--- src/rtl/serial_adder_ctrl_if.sv ---
// Start/ready/done handshake bundle for the bit-serial add/subtract sequencer.
// The master drives the request and operands; the slave returns the result and flags.
interface serial_adder_ctrl_if #(
   parameter int WIDTH = 8
);
   logic             start;
   logic [WIDTH-1:0] a;
   logic [WIDTH-1:0] b;
   logic             cin;
   logic             sub;
   logic             ready;
   logic             done;
   logic [WIDTH-1:0] sum;
   logic             cout;
   logic             overflow;
   logic             zero;

   modport master (
      output start, a, b, cin, sub,
      input  ready, done, sum, cout, overflow, zero
   );

   modport slave (
      input  start, a, b, cin, sub,
      output ready, done, sum, cout, overflow, zero
   );
endinterface

--- src/rtl/serial_adder_ctrl.sv ---
// Bit-serial WIDTH-bit add/subtract built around a single full adder.
// Operands shift out LSB-first; the carry lives in a flip-flop between bits.
module full_adder (
   input  logic a,
   input  logic b,
   input  logic ci,
   output logic s,
   output logic co
);
   assign s  = a ^ b ^ ci;
   assign co = (a & b) | (a & ci) | (b & ci);
endmodule

module serial_adder_ctrl #(
   parameter int WIDTH = 8
) (
   input  logic                clk,
   input  logic                rst,
   serial_adder_ctrl_if.slave  bus
);
   localparam int CW = (WIDTH > 1) ? $clog2(WIDTH) : 1;
   localparam logic [CW-1:0] CNT_LAST = CW'(WIDTH - 1);
   localparam logic [CW-1:0] CNT_MSB  = CW'(WIDTH - 2);

   typedef enum logic [1:0] {
      IDLE = 2'd0,
      RUN  = 2'd1,
      DONE = 2'd2
   } state_t;

   state_t           state_reg, state_next;
   logic [WIDTH-1:0] sa_reg, sa_next;
   logic [WIDTH-1:0] sb_reg, sb_next;
   logic [WIDTH-1:0] res_reg, res_next;
   logic [CW-1:0]    cnt_reg, cnt_next;
   logic             carry_reg, carry_next;
   logic             cmsb_reg, cmsb_next;
   logic [WIDTH-1:0] sum_reg, sum_next;
   logic             cout_reg, cout_next;
   logic             ovf_reg, ovf_next;
   logic             zero_reg, zero_next;

   logic [WIDTH-1:0] sb_load;
   logic [WIDTH-1:0] res_shift;
   logic             fa_s;
   logic             fa_co;

   // Subtraction loads the ones' complement of B; the +1 comes from the carry seed.
   generate
      for (genvar gi = 0; gi < WIDTH; gi++) begin : g_sb_load
         assign sb_load[gi] = bus.b[gi] ^ bus.sub;
      end
   endgenerate

   full_adder u_fa (
      .a  (sa_reg[0]),
      .b  (sb_reg[0]),
      .ci (carry_reg),
      .s  (fa_s),
      .co (fa_co)
   );

   assign res_shift = {fa_s, res_reg[WIDTH-1:1]};

   always_ff @(posedge clk) begin
      if (rst) begin
         state_reg <= IDLE;
         sa_reg    <= '0;
         sb_reg    <= '0;
         res_reg   <= '0;
         cnt_reg   <= '0;
         carry_reg <= 1'b0;
         cmsb_reg  <= 1'b0;
         sum_reg   <= '0;
         cout_reg  <= 1'b0;
         ovf_reg   <= 1'b0;
         zero_reg  <= 1'b0;
      end else begin
         state_reg <= state_next;
         sa_reg    <= sa_next;
         sb_reg    <= sb_next;
         res_reg   <= res_next;
         cnt_reg   <= cnt_next;
         carry_reg <= carry_next;
         cmsb_reg  <= cmsb_next;
         sum_reg   <= sum_next;
         cout_reg  <= cout_next;
         ovf_reg   <= ovf_next;
         zero_reg  <= zero_next;
      end
   end

   always_comb begin
      state_next = state_reg;
      sa_next    = sa_reg;
      sb_next    = sb_reg;
      res_next   = res_reg;
      cnt_next   = cnt_reg;
      carry_next = carry_reg;
      cmsb_next  = cmsb_reg;
      sum_next   = sum_reg;
      cout_next  = cout_reg;
      ovf_next   = ovf_reg;
      zero_next  = zero_reg;
      bus.ready  = 1'b0;
      bus.done   = 1'b0;

      case (state_reg)
         IDLE: begin
            bus.ready = 1'b1;
            if (bus.start) begin
               sa_next    = bus.a;
               sb_next    = sb_load;
               carry_next = bus.sub ? 1'b1 : bus.cin;
               cnt_next   = '0;
               res_next   = '0;
               state_next = RUN;
            end
         end
         RUN: begin
            res_next   = res_shift;
            sa_next    = sa_reg >> 1;
            sb_next    = sb_reg >> 1;
            carry_next = fa_co;
            cnt_next   = cnt_reg + 1'b1;
            if (cnt_reg == CNT_MSB) begin
               cmsb_next = fa_co;
            end
            if (cnt_reg == CNT_LAST) begin
               sum_next   = res_shift;
               cout_next  = fa_co;
               ovf_next   = cmsb_reg ^ fa_co;
               zero_next  = (res_shift == '0);
               state_next = DONE;
            end
         end
         DONE: begin
            bus.done   = 1'b1;
            state_next = IDLE;
         end
         default: begin
            state_next = IDLE;
         end
      endcase
   end

   assign bus.sum      = sum_reg;
   assign bus.cout     = cout_reg;
   assign bus.overflow = ovf_reg;
   assign bus.zero     = zero_reg;
endmodule

--- src/flat_wrapper.sv ---
// flat-port wrapper written by rule: the top's interface ports become plain ports
module serial_adder_ctrl_flat 
#(
   parameter int WIDTH = 8
)
  (clk, rst, bus_start, bus_a, bus_b, bus_cin, bus_sub, bus_ready, bus_done, bus_sum, bus_cout, bus_overflow, bus_zero);
  serial_adder_ctrl_if #(.WIDTH(WIDTH)) bus_i ();
  input  logic clk;
  input  logic rst;
  input wire logic [$bits(bus_i.start)-1:0] bus_start;
  input wire logic [$bits(bus_i.a)-1:0] bus_a;
  input wire logic [$bits(bus_i.b)-1:0] bus_b;
  input wire logic [$bits(bus_i.cin)-1:0] bus_cin;
  input wire logic [$bits(bus_i.sub)-1:0] bus_sub;
  output wire logic [$bits(bus_i.ready)-1:0] bus_ready;
  output wire logic [$bits(bus_i.done)-1:0] bus_done;
  output wire logic [$bits(bus_i.sum)-1:0] bus_sum;
  output wire logic [$bits(bus_i.cout)-1:0] bus_cout;
  output wire logic [$bits(bus_i.overflow)-1:0] bus_overflow;
  output wire logic [$bits(bus_i.zero)-1:0] bus_zero;
  assign bus_i.start = bus_start;
  assign bus_i.a = bus_a;
  assign bus_i.b = bus_b;
  assign bus_i.cin = bus_cin;
  assign bus_i.sub = bus_sub;
  assign bus_ready = bus_i.ready;
  assign bus_done = bus_i.done;
  assign bus_sum = bus_i.sum;
  assign bus_cout = bus_i.cout;
  assign bus_overflow = bus_i.overflow;
  assign bus_zero = bus_i.zero;
  serial_adder_ctrl #(.WIDTH(WIDTH)) u_core (.clk(clk), .rst(rst), .bus(bus_i));
endmodule
--- config.mk ---
export PLATFORM = sky130hd
export DESIGN_NAME = serial_adder_ctrl_flat
export DESIGN_NICKNAME = d
export VERILOG_FILES = /design/src/rtl/serial_adder_ctrl_if.sv /design/src/rtl/serial_adder_ctrl.sv /design/src/flat_wrapper.sv
export SDC_FILE = /design/constraint.sdc
export NUM_CORES = 1
export LEC_CHECK = 0
export CAP_MARGIN = 20
export CORE_ASPECT_RATIO = 0.5
export CORE_MARGIN = 4
export CORE_UTILIZATION = 51
export DETAILED_ROUTE_END_ITERATION = 16
export GPL_ROUTABILITY_DRIVEN = 0
export GPL_TIMING_DRIVEN = 0
export PLACE_DENSITY = 0.78
export SETUP_SLACK_MARGIN = 0.5
export SLEW_MARGIN = 15
export SYNTH_ARGS = -nofsm -noshare
export SYNTH_HDL_FRONTEND = slang
export SYNTH_HIERARCHICAL = 1
export SYNTH_SLANG_ARGS = --single-unit
--- constraint.sdc ---
create_clock -name clk -period 1.77 [get_ports clk]
set_input_delay 0.354 -clock clk [delete_from_list [all_inputs] [get_ports clk]]
set_output_delay 0.354 -clock clk [all_outputs]
set_load 0.005 [all_outputs]
==> results by group <==
Detailed routing
  • DRC errors left: 0
  • Vias/cell: 6.10
  • Initial DRC count: 183
  • Per-cell routed wire length: 21.0 µm
  • Final wirelength: 6810 µm
  • Total vias in the final route: 1,981
  • Drt pass-1 iters: 5
  • Routed Antenna Nets: 0

Synthesis
  • Yosys top cell by area: dfxtp_1
  • Cell with the most instances after synthesis: dfxtp_1
  • Top post-synthesis cells by area: dfxtp_1 (45%), a22oi_1 (6.6%), a21oi_1 (5.2%)
  • Synth cell types: 36
  • Mapped Cells: 207
  • #FFs+latches synth: 41
  • Syn_area_per_cell: between 8 and 9 µm²
  • Syn Nets: about 230
  • Ys async rst share: 0%
  • Post-synth top cells: dfxtp_1 (41), nand2_1 (24), nor2_1 (23)
  • Synth top area share: 44.9%
  • Seq/Total Area, Yosys: 44.9%
  • YS warnings: 6
  • Number of synthesized flops with an enable pin: 0
  • Top FF cell, synth: dfxtp_1
  • Synthesized cell area: 1830 µm²

CTS
  • Cts hold-fix bufs: 0
  • Clock transition at path regs: 80 ps
  • Latest clock arrival within the worst-skew pair: 300 ps
  • Clock sink count: 41
  • CTS Buf Count: 5
  • H-tree depth: 2
  • CTS max path bufs: 2
  • CTS tree: done
  • Root Driver: clkbuf_8

Global routing
  • Global-route wire length before repair: 9380 µm
  • Gr usage total: 26.4%
  • Largest net degree at the start of global routing: 13
  • Vias in the first global route: between 1,500 and 2,000
  • Initial antenna violation count: 0
  • Grt total ovfl: 0

Power
  • P per Cell Area: 736 nW/µm²
  • Peak VDD IR: 0.745 mV
  • Pleak: 1.15 nW
  • Final Total Pwr: 2.15 mW

Worst setup path
  • Slowest cell on crit path: dfxtp_2
  • R2R depth: 7
  • Critical Path Max Stage Delay: 320 ps
  • Arrival time of the worst setup path: 1670 ps
  • FF-to-FF End: u_core/sb_reg[0]
  • Largest delay contributor family on the critical path: compound AO/OA/AOI/OAI gates
  • CP Capture Type: register
  • Worst reg2reg setup slack: 300 ps
  • Critical path type: reg -> reg
  • Crit path required time: just under 2000 ps
  • RR Startpoint: u_core/state_reg[0]
  • CP startpoint kind: register
  • Most frequent CP cell: buf_6
  • CP Cell Sequence: buf_6 > buf_6 > buf_6 > o21bai_4 > buf_6 > a22oi_2 > o22ai_1
  • CP bufs+invs: 4
  • CP Max Fanout: 6

Finish
  • # nets final: 299
  • Ant. Diodes: 0
  • Fin cells: between 300 and 400
  • Core Util, Final: 84.9%
  • # fillers: roughly 170
  • Area of the multi-input gates: 1170 µm²
  • Register area: 835 µm²
  • Syn-to-layout area delta: 59.4%
  • Share of post-route cells with drive strength above 1: 45.6%

Place
  • DP Cell Count: approximately 290
  • Half-perimeter wire length after placement: 2790 µm
  • IO buf count: 31
  • Worst slack, placed: around 1.8 ps

Timing
  • Fin crit share: about 83%
  • Measured slew at the worst slew-check pin: 674 ps
  • Final Hold Violating Endpoints: 0
  • Highest achievable clock rate: 0.680 GHz
  • Max-slew headroom at the worst pin: 55.0%
  • Final Max Slew Viols: 0
  • Minimum clock period after layout: around 1500 ps
  • Unrepaired setup endpoints after global routing: true
  • Final setup viols: 0
  • Layout Skew: 7.78 ps
  • Final worst slack: 299 ps

Hold path
  • Worst Hold End: u_core/bus.sum[2]
  • WHS Path Cells: 2
  • Hold WC Path Type: reg -> reg
  • Worst Hold Launch: u_core/bus.sum[2]

Floorplan
  • CORE AREA: 3430 µm²
  • Starting Density: 53.3%
  • Die Y: 50.4 µm
  • I/O pin count: 34
  • Die width: 92.7 µm
  • Die Area: between 4000 and 5000 µm²
  • Rows: 15

Flow run
  • Max Cap Viol: 0

Outcome
  • Status: finished, final reports clean
## stage by stage
step                setup TNS (ps)  hold WS [ps]  instance area [µm²]
global route                     0           472                 2920
floorplan                        0           445                 1830
finish                           0           459                 2920
CTS                              0           455                 2690
detailed placement               0           447                 2200
global placement             -11.1           443                 2200
## layer usage
metal,GRT usage (%),share of wire (%),vias to the layer above
li1,-,-,854
met5,0,0,-
met4,10.9,5.8,0
met1,31.8,39,918
met2,45.9,45,160
met3,6.29,10,49
## worst max path at each step
stage | depth (start not counted) | slack (ps) | endpoint | startpoint
6_report | 7 | 300 | u_core/sb_reg[0] | u_core/state_reg[0]
5_1_grt | 4 | 260 | bus_done | u_core/state_reg[1]
4_1_cts | 4 | 320 | bus_done | u_core/state_reg[1]
3_5_place_dp | 4 | 2 | bus_done | u_core/state_reg[1]
3_3_place_gp | 4 | -10 | bus_done | u_core/state_reg[1]
2_1_floorplan | 5 | 510 | u_core/bus.overflow | u_core/cnt_reg[1]
## worst min-delay path, delay by kind of cell, from the launching register on
family             cells  cell delay [ps]
and+or+nand+nor        1               50
AOI/OAI and AO/OA      1               50
DFF                    1              310
## what timing repair did
action | 4_1_cts | 5_1_grt
setup endpoints to repair | 52 | 46
pin swaps | 33 | 21
buffers inserted | 20 | 6
resized for setup | 77 | 54
gates cloned | 3 | 0
## area by class of cell
type,instances,area share [%]
Clock inverter,2,1.20
Tap cell,51,2.19
Multi-Input combinational cell,145,40.0
Timing Repair Buffer,60,19.9
Buffer,17,5.19
Inverter,4,0.515
Clock buffer,5,2.36
Sequential cell,41,28.6
## logic make-up after synthesis
family,synth area share [%]
flops,44.9
simple gates,20.3
buf+inv,6.77
fa+ha+maj,3.15
xor+xnor,4.31
compound gates,20.6
## cells in the final DEF, fill, tap and decap left out, types with 2 or more instances in the layout
cell type / n
dlygate4sd2_1: 11
or3b_1: 2
o22ai_1: 7
buf_2: 3
a211oi_2: 2
nor3_2: 2
or2b_1: 3
a22oi_2: 15
clkbuf_8: 5
dfxtp_1: 30
inv_1: 4
nand3_1: 2
a21oi_2: 11
nand2_2: 9
buf_6: 22
nand2_1: 13
nor3_1: 4
clkdlybuf4s50_1: 17
ha_4: 2
dfxtp_2: 11
nor2_2: 5
nor2_1: 17
nand2b_4: 2
nand2_4: 2
xnor2_1: 8
nand2b_1: 2
clkbuf_1: 5
buf_4: 15
o21ai_0: 3
a21oi_1: 8
nor2b_4: 2
or3b_4: 4
## power breakdown
group	internal, mW	switching, mW	total [mW]
logic	0.215	0.197	0.412
clock network	0.410	0.324	0.735
registers	0.961	0.0392	1.00
Note: power is estimated with default switching activity, not from simulation.
